**src/rtl/dbus_timer.sv**
```systemverilog
// Memory-mapped timer/compare responder on the CPU data bus (CTRL/COUNT/COMPARE/STATUS).
// Latency: reads are combinational (zero cycles); writes take effect on the next rising edge.
// Backpressure: none, the bus has no stall path and every access completes in its own cycle.
module dbus_timer #(
  parameter logic [31:0] BASE     = 32'hFFFF0000,
  parameter int          PRESCALE = 4,
  parameter int          PSW      = (PRESCALE > 1) ? $clog2(PRESCALE) : 1
) (
  input  logic        clk,
  input  logic        reset,
  input  logic        memwrite,
  input  logic [31:0] memaddr,
  input  logic [31:0] memwritedata,
  output logic [31:0] memreaddata,
  output logic        sel,
  output logic        irq
);

  logic           ctrl_en;
  logic           ctrl_ar;
  logic           ctrl_ie;
  logic [31:0]    count;
  logic [31:0]    compare;
  logic           match;
  logic [PSW-1:0] presc;

  logic       wr;
  logic [1:0] offs;
  logic       wr_ctrl;
  logic       wr_count;
  logic       wr_compare;
  logic       wr_status;
  logic       tick;
  logic       hit;

  assign sel        = (memaddr[31:4] == BASE[31:4]);
  assign offs       = memaddr[3:2];
  assign wr         = memwrite & sel;
  assign wr_ctrl    = wr & (offs == 2'd0);
  assign wr_count   = wr & (offs == 2'd1);
  assign wr_compare = wr & (offs == 2'd2);
  assign wr_status  = wr & (offs == 2'd3);

  assign tick = ctrl_en & (presc == PSW'(PRESCALE - 1));
  // Compare against the pre-edge COUNT/COMPARE so same-cycle CPU writes never mask a match.
  assign hit  = tick & (count == compare);
  assign irq  = ctrl_ie & match;

  always_ff @(posedge clk) begin
    if (reset) begin
      presc <= '0;
    end else if (wr_ctrl) begin
      presc <= '0;
    end else if (ctrl_en) begin
      presc <= tick ? '0 : presc + 1'b1;
    end
  end

  always_ff @(posedge clk) begin
    if (reset) begin
      ctrl_en <= 1'b0;
      ctrl_ar <= 1'b0;
      ctrl_ie <= 1'b0;
      compare <= 32'hFFFFFFFF;
    end else begin
      if (wr_ctrl) begin
        ctrl_en <= memwritedata[0];
        ctrl_ar <= memwritedata[1];
        ctrl_ie <= memwritedata[2];
      end
      if (wr_compare) begin
        compare <= memwritedata;
      end
    end
  end

  always_ff @(posedge clk) begin
    if (reset) begin
      count <= '0;
    end else if (wr_count) begin
      count <= memwritedata;
    end else if (hit && ctrl_ar) begin
      count <= '0;
    end else if (tick) begin
      count <= count + 32'd1;
    end
  end

  // A match in the same cycle as a W1C keeps the flag set.
  always_ff @(posedge clk) begin
    if (reset) begin
      match <= 1'b0;
    end else if (hit) begin
      match <= 1'b1;
    end else if (wr_status && memwritedata[0]) begin
      match <= 1'b0;
    end
  end

  always_comb begin
    memreaddata = 32'h0;
    if (sel) begin
      case (offs)
        2'd0:    memreaddata = {29'h0, ctrl_ie, ctrl_ar, ctrl_en};
        2'd1:    memreaddata = count;
        2'd2:    memreaddata = compare;
        default: memreaddata = {31'h0, match};
      endcase
    end
  end

endmodule

```
**config.mk**
```make
export PLATFORM = sky130hd
export DESIGN_NAME = dbus_timer
export DESIGN_NICKNAME = d
export VERILOG_FILES = /design/src/rtl/dbus_timer.sv
export SDC_FILE = /design/constraint.sdc
export NUM_CORES = 1
export LEC_CHECK = 0
export ABC_AREA = 1
export CAP_MARGIN = 20
export CORE_AREA = 2 2 101 103
export DETAILED_ROUTE_END_ITERATION = 8
export DIE_AREA = 0 0 103 105
export HOLD_SLACK_MARGIN = 0.05
export MAX_ROUTING_LAYER = met4
export PLACE_DENSITY_LB_ADDON = 0.2
export SYNTH_ARGS = -nofsm -noshare
export SYNTH_HDL_FRONTEND = slang
export SYNTH_SLANG_ARGS = --single-unit
```
**constraint.sdc**
```tcl
create_clock -name clk -period 2.3 [get_ports clk]
set_input_delay 0.345 -clock clk [delete_from_list [all_inputs] [get_ports clk]]
set_output_delay 0.345 -clock clk [all_outputs]
set_load 0.05 [all_outputs]
```
* Yosys cells after proc, flatten, opt, wreduce, memory -nomap -nowiden *
Cells that the tools add are included.
W data, S select, Z words.

word-level totals
  register bits after elaboration = 70
  bits of input ports = 67
  output and inout port bits = 34
  logic and storage cells = 37

operators by class
  add/subtract/negate cells = 2
  equality and inequality tests = 6
  mux-type cells = 8
  bitwise gates (word level) = 8
  reductions and logical operators = 6

operators by type and width
  cell                     count
  $mux W32                 4
  $pmux W32 S3             1
  $add A32 B1 Y32 const B  1
  $eq A32 B32 Y1           1
  $eq A28 B28 Y1 const B   1
  $and A1 B1 Y1            8
  $eq A2 B2 Y1 const B     3
  $reduce_bool A3 Y1       1
  $add A2 B1 Y2 const B    1
  $eq A2 B1 Y1 const B     1
  $logic_and A1 B1 Y1      2
  $logic_not A2 Y1         1
  $mux W1                  2
  $mux W2                  1
  $reduce_bool A2 Y1       1
  $reduce_or A2 Y1         1

* Longest topological paths before layout *
Gate-level depths: netlist of the first run.

  depth in word-level cells = 6
  depth in mapped cells = 13
  mapped depth without buffers = 11

* Worst setup path after synthesis of the first run *
OpenSTA, ideal clock, no wires.

  kind = in2out
  start point = input memaddr[11]
  end point = output memreaddata[22]
  data arrival time = 2.140 ns
  required time = 1.955 ns
  setup slack = -0.185 ns
  cell stages on the path = 8
  cell sequence = nor2_1 > nand2_1 > nor2_1 > nand2_1 > nor2_4 > inv_1 > clkbuf_1 > a21oi_1

on the way
  word-level cells in the longest chain between the ends = 2

RTL lines
  item            RTL line  text
  from (decl)     12        input logic [31:0] memaddr,
  $eq A28 B28 Y1  36        assign sel = (memaddr[31:4] == BASE[31:4]);
  named net sel   15        output logic sel,
  $mux W32        102       if (sel) begin
  to (decl)       14        output logic [31:0] memreaddata,

The timed path passes the listed nets, and every way through them passes these cells.

* Worst setup path after layout of the first run *
  start point = input memaddr[3]
  end point = output memreaddata[19]

on the way
  word-level cells in the longest chain between the ends = 3
  elaborated cells between the ends (all ways) = 5

RTL lines
  item                                  RTL line  text
  $eq A2 B2 Y1 (tied with other cells)  103       case (offs)
  $pmux W32 S3 (*)                      103
  $mux W32 (*)                          102

Every way passes the cells marked *; elsewhere a longest branch is shown, timed or not.

==> reports/metrics.yaml, run 1 <==
critPathRequiredTime_ns: 1.96
hold_end: "compare[4]$_SDFFE_PP1P_"
synth.avg_cell_area_um2: 5.96
crit_type: "in2out"
timing.reg2reg.setup_slack_ns: 0.22
ant_nets: 0
yosysWarnings: 0
dieArea_um2: 10800
ctsHoldBuffers: 0
status: "finished, final reports clean"
r2r_cells: 9
grt_remaining_overflow: 0
areaGrowthSynthToFinish_pct: 36.8
numCtsBuffers: 9
coreArea_um2: 9640
min_path_type: "reg2reg"
diodes: 0
hpwl_um: 13500
first_pass_iters: 6
power_density_nw_per_um2: 342
ios: 101
synth_area_um2: 5530
clock-root-buffer: "clkbuf_8"
routed_wl_um: 18500
final_area_um2: 7570
report.final.slew_viol_count: 0
rows: 36
utilization: 0.785
cts_sinks: 70
synth_top_cell_area_share: 0.253
p_leak_nw: 3.38
critPathBufInv: 4
slowest_delay_ns: 0.51
layout-drive-gt1-share: 0.170
num-fill-cells: 734
fp.dieH_um: 105
synth.largest_area_cell: "dfxtp_1"
max-vdd-ir-drop_uv: 230
vias_per_cell: 5.57
ys_seq_area_frac: 0.253
finalSetupTns_ns: 0
grt_start_max_net_pins: 68
drcViolationCount: 0
crit_family: "buffers and inverters"
critPathSlowestCell: "clkdlybuf4s50_1"
yosysUniqueCellTypes: 37
cts_max_path_buffers: 2
maxCapViolations: 0
fin_skew_ns: 0.0208
min_period_ns: 2.23
synthCells: 929
grt_first_pass_wirelength_um: 28900
multi_input_area_um2: 3550
cp.arrival_ns: 1.89
slew_headroom: 0.667
path_cells: "clkdlybuf4s50_1, inv_1, nor2_2, buf_4, nand2_1, a21oi_1, buf_12"
grt_use_total: 0.345
period_share: 0.971
syn-num-nets: 998
htreeDepth: 3
drtIter0Drc: 463
placed_area_um2: 7100
routedWlPerCell_um: 16.0
whs_path_depth: 2
layout_commonest_cell: "nand2_1"
cp-start-kind: "primary input"
regArea_um2: 1400
nNetsFinal: 1086
antenna_found_initial: 0
layout_common_cells: "nand2_1 (335), inv_1 (102), nor2_1 (76)"
fmax_mhz: 448
dieWidth_um: 103
synthTopCellsByArea: "dfxtp_1 (25%), nand2_1 (23%), inv_1 (7.1%), nor2_1 (5.2%), a21oi_1 (4.0%)"
first_global_vias: 5963
r2r_start: "count[1]$_SDFFE_PP0P_"
portBuffers: 98
gp_congestion: 1.04
start_util: 0.574
end_kind: "primary output"
clk_latency_ns: 0.37
path_max_fanout: 15
synth-seq-cells: 70
worstReg2RegEnd: "count[18]$_SDFFE_PP0P_"
worst_slew_pin_slew_ns: 0.498
clkTransAtPathRegs_ns: 0.09
cts_tree: "done"
final-setup-viol-count: 0
hp-start: "compare[4]$_SDFFE_PP1P_"
hold_violations: 0
dr_total_vias: 6424
[registers in the layout (all words and copies together), names as in the netlist]
register	flops
presc	2
compare	32
ctrl_ie	1
count	32
ctrl_en	1
match	1
ctrl_ar	1
[what timing repair did]
item / in CTS / in global routing
gates resized for setup: 4 / 56
cloned: 0 / 2
setup buffers: 0 / 0
endpoints found under the hold margin: 0 / 0
endpoints found under the setup margin: 12 / 31
pin swaps: 0 / 16
[worst register-to-register path: stages (launching register included)]
cell     delay [ns]
dfxtp_1        0.47
ha_1           0.26
nand2_1        0.10
nor2_2         0.19
nand2_1        0.19
nor3_2         0.31
nand4_1        0.13
nand3_1        0.11
nand3_1        0.09
a21oi_1        0.16
[Yosys cell counts]
cell type and number:
buf_6 6, o21ai_1 27, inv_1 105, nand3_4 1, a31oi_1 2, clkbuf_1 16, nand2_1 336, ha_1 2
dfxtp_1 70, o211ai_1 27, buf_4 6, o21ai_0 18, nand4_1 17, nand2_2 3, and3_1 3, nand3_1 39
clkinv_1 2, xor2_1 17, inv_2 13, nor3_1 9, o22ai_1 1, a21oi_2 20, nor2_2 6, nor3_2 1
clkbuf_2 1, nand3b_1 4, nor2_1 77, nor3b_1 3, a221oi_1 1, nor4_1 2, nand3_2 22, nor3_4 1
nor2_4 3, mux2i_1 1, a21oi_1 44, buf_2 18, xnor2_1 5
[final cells by class]
type	instances	area share
Timing Repair Buffer	124	0.234
Clock inverter	5	0.0111
Clock buffer	10	0.0182
Multi-Input combinational cell	692	0.469
Sequential cell	70	0.185
Inverter	120	0.0602
Tap cell	133	0.0220
[cell families (layout without fill, tap and decap cells)]
logic type                 after synthesis  after routing  synth area share
and+or+nand+nor                        527            527             0.422
buffers and inverters                  167            259             0.130
AOI/OAI and AO/OA                      140            140             0.154
DFF                                     70             70             0.253
xor gates and xnor gates                22             22            0.0348
adders and majority gates                2              2           0.00452
muxes                                    1              1           0.00181
[how the worst max path moves through the flow]
stage,from,to,cells after the start
2_1_floorplan,memaddr[11],memreaddata[22],8
3_3_place_gp,memaddr[11],memreaddata[1],10
3_5_place_dp,memaddr[31],memreaddata[1],8
4_1_cts,memaddr[31],memreaddata[28],8
5_1_grt,memaddr[13],memreaddata[31],11
6_report,memaddr[3],memreaddata[19],7
[metrics by stage]
stage / hold WS [ns] / cells / total power, mW / setup WS (ns)
detailed placement: 0.489 / 1137 / 1.46 / -0.0470
finish: 0.505 / 1154 / 2.59 / 0.0678
CTS: 0.503 / 1152 / 2.59 / -0.0164
global placement: 0.482 / 1137 / 1.45 / -0.0107
floorplan: 0.414 / 929 / 1.29 / -0.185
global route: 0.553 / 1154 / 2.65 / -0.00515
[routing by layer]
metal  track usage  part of all wire  up-vias
met4         0.127             0.035        0
met2         0.542              0.47      331
li1              -                 -     3137
met3        0.0468             0.077       60
met1         0.449              0.42     2896
met5             -                 0        -
[power breakdown]
group          internal (mW)  leakage [nW]  switching, mW
Combinational          0.119          2.71          0.102
Sequential              1.21         0.565  0.00000000222
Clock                  0.636         0.105          0.524
Power figures use the tool's default switching activity.
==> run 2: changes to the inputs <==
--- a/config.mk
+++ b/config.mk
@@ -8,11 +8,12 @@
 export ABC_AREA = 1
 export CAP_MARGIN = 20
 export CORE_AREA = 2 2 101 103
+export CTS_CLUSTER_DIAMETER = 150
 export DETAILED_ROUTE_END_ITERATION = 8
 export DIE_AREA = 0 0 103 105
 export HOLD_SLACK_MARGIN = 0.05
 export MAX_ROUTING_LAYER = met4
-export PLACE_DENSITY_LB_ADDON = 0.2
+export PLACE_DENSITY = 0.83
 export SYNTH_ARGS = -nofsm -noshare
 export SYNTH_HDL_FRONTEND = slang
 export SYNTH_SLANG_ARGS = --single-unit
==> reports/metrics.yaml, run 2 (synthesis results as in run 1) <==
status: "finished with violations"
violations: "setup timing"
layout_commonest_cell: "nand2_1"
multi_input_area_um2: 3520
grt_remaining_overflow: 0
diodes: 0
ios: 101
end_kind: "primary output"
fp.dieH_um: 105
num-fill-cells: 758
slew_headroom: 0.664
fmax_mhz: 431
maxCapViolations: 0
rows: 36
clock-root-buffer: "clkbuf_8"
worst_slew_pin_slew_ns: 0.502
worstReg2RegEnd: "count[16]$_SDFFE_PP0P_"
layout-drive-gt1-share: 0.162
grt_start_max_net_pins: 68
whs_path_depth: 2
critPathRequiredTime_ns: 1.96
cts_sinks: 70
cts_max_path_buffers: 2
hpwl_um: 14000
nNetsFinal: 1083
setup_ws_ns: -0.0201
timing.reg2reg.setup_slack_ns: 0.23
routedWlPerCell_um: 16.7
critPathBufInv: 4
coreArea_um2: 9640
ant_nets: 0
wl_met2_um: 9380
utilization: 0.778
met3WireLength_um: 1500
period_share: 1.01
p_leak_nw: 3.37
start_util: 0.574
critical_path.most_common_cell: "buf_12"
rsz0062_at_grt: "yes"
slowest_delay_ns: 0.25
hp-start: "compare[24]$_SDFFE_PP1P_"
cp-start-kind: "primary input"
r2r_start: "count[1]$_SDFFE_PP0P_"
final_area_um2: 7490
path_cells: "dlymetal6s2s_1, nor2_1, nand2_1, nor2_2, nand2_2, nor2_4, clkinvlp_4, buf_12, a21oi_1, buf_12"
hold_violations: 0
first_global_vias: 6030
top_regs: "compare x32, count x32, presc x2"
htreeDepth: 3
crit_type: "in2out"
r2r_cells: 9
grt_first_pass_wirelength_um: 29400
clkPwrFrac: 0.446
topRoutingLayerUsed: "met4"
min_path_type: "reg2reg"
max-vdd-ir-drop_uv: 333
areaGrowthSynthToFinish_pct: 35.5
placed_area_um2: 7060
drtIter0Drc: 476
first_pass_iters: 5
wl_met1_um: 7880
path_max_fanout: 16
fin_skew_ns: 0.00863
regArea_um2: 1400
swShare: 0.237
p_seq_frac: 0.471
crit_family: "buffers and inverters"
layout_common_cells: "nand2_1 (334), inv_1 (103), nor2_1 (74)"
power_density_nw_per_um2: 343
p_comb_frac: 0.083
routed_wl_um: 19300
dr_total_vias: 6454
switchingPower_uw: 608
report.final.slew_viol_count: 0
numCtsBuffers: 9
cts_tree: "done"
power.internal_mw: 1.96
critPathSlowestCell: "a21oi_1"
clkTransAtPathRegs_ns: 0.08
clk_latency_ns: 0.35
min_period_ns: 2.32
cp.arrival_ns: 1.98
hold_ws_ns: 0.509
portBuffers: 98
antenna_found_initial: 0
dieWidth_um: 103
vias_per_cell: 5.60
dieArea_um2: 10800
hold_end: "compare[24]$_SDFFE_PP1P_"
gp_congestion: 1.00
grt_use_total: 0.352
drcViolationCount: 0
final-setup-viol-count: 9
==> run 2: changes by cell type in the layout (fill, tap and decap cells not counted), moves of 2 or more <==
cell,change
a21oi_1,+9
a21oi_2,-9
buf_4,-2
clkinv_2,+2
clkinv_4,-2
nor2_1,-2
nor2_2,+2
==> run 2: worst register-to-register path, cell delays in order (launching register included) <==
cell	delay, ns
dfxtp_1	0.46
ha_1	0.26
nand2_1	0.11
nor2_2	0.18
nand2_1	0.18
nor3_2	0.33
nand3_1	0.12
o211ai_1	0.10
nand3_1	0.10
a21oi_1	0.16
==> run 2: area by class of cell <==
type	count	share of cell area
Clock buffer	10	0.0184
Multi-Input combinational cell	692	0.469
Timing Repair Buffer	121	0.231
Tap cell	133	0.0222
Inverter	120	0.0606
Clock inverter	6	0.0114
Sequential cell	70	0.187
==> run 2: power groups by stage <==
stage                     Combinational [mW]  Sequential, mW  Clock [mW]
after global placement                 0.206            1.24           0
after CTS                              0.211            1.21        1.15
after detailed placement               0.210            1.24           0
final                                  0.212            1.21        1.15
after floorplan                       0.0552            1.24           0
after global routing                   0.226            1.21        1.20
==> run 2: routing by layer <==
metal,up-vias,global-route usage
li1,3113,-
met1,2981,0.460
met2,310,0.569
met3,50,0.0428
met4,0,0.0996
met5,-,-
==> run 2: timing repair <==
action | 4_1_cts | 5_1_grt
gates resized for setup | 3 | 50
gates cloned | 0 | 2
hold buffers | 0 | 0
pin swaps | 0 | 10
endpoints found under the setup margin | 31 | 31
setup buffers | 0 | 0
==> run 2: how the worst max path moves through the flow <==
stage	startpoint	end	depth (start not counted)
final	memaddr[14]	memreaddata[31]	10
after global routing	memaddr[6]	memreaddata[4]	10
after CTS	memaddr[10]	memreaddata[31]	10
after detailed placement	memaddr[13]	memreaddata[1]	11
after global placement	memaddr[11]	memreaddata[1]	11
after floorplan	memaddr[11]	memreaddata[22]	8
==> run 2: stage by stage <==
step	setup TNS (ns)	instances	setup WS (ns)	total power [mW]
2_1_floorplan	-5.47	929	-0.185	1.29
3_3_place_gp	-0.174	1134	-0.0536	1.45
3_5_place_dp	-0.471	1134	-0.0595	1.45
4_1_cts	-0.742	1150	-0.0497	2.58
5_1_grt	-0.905	1152	-0.0877	2.63
6_report	-0.0669	1152	-0.0201	2.57
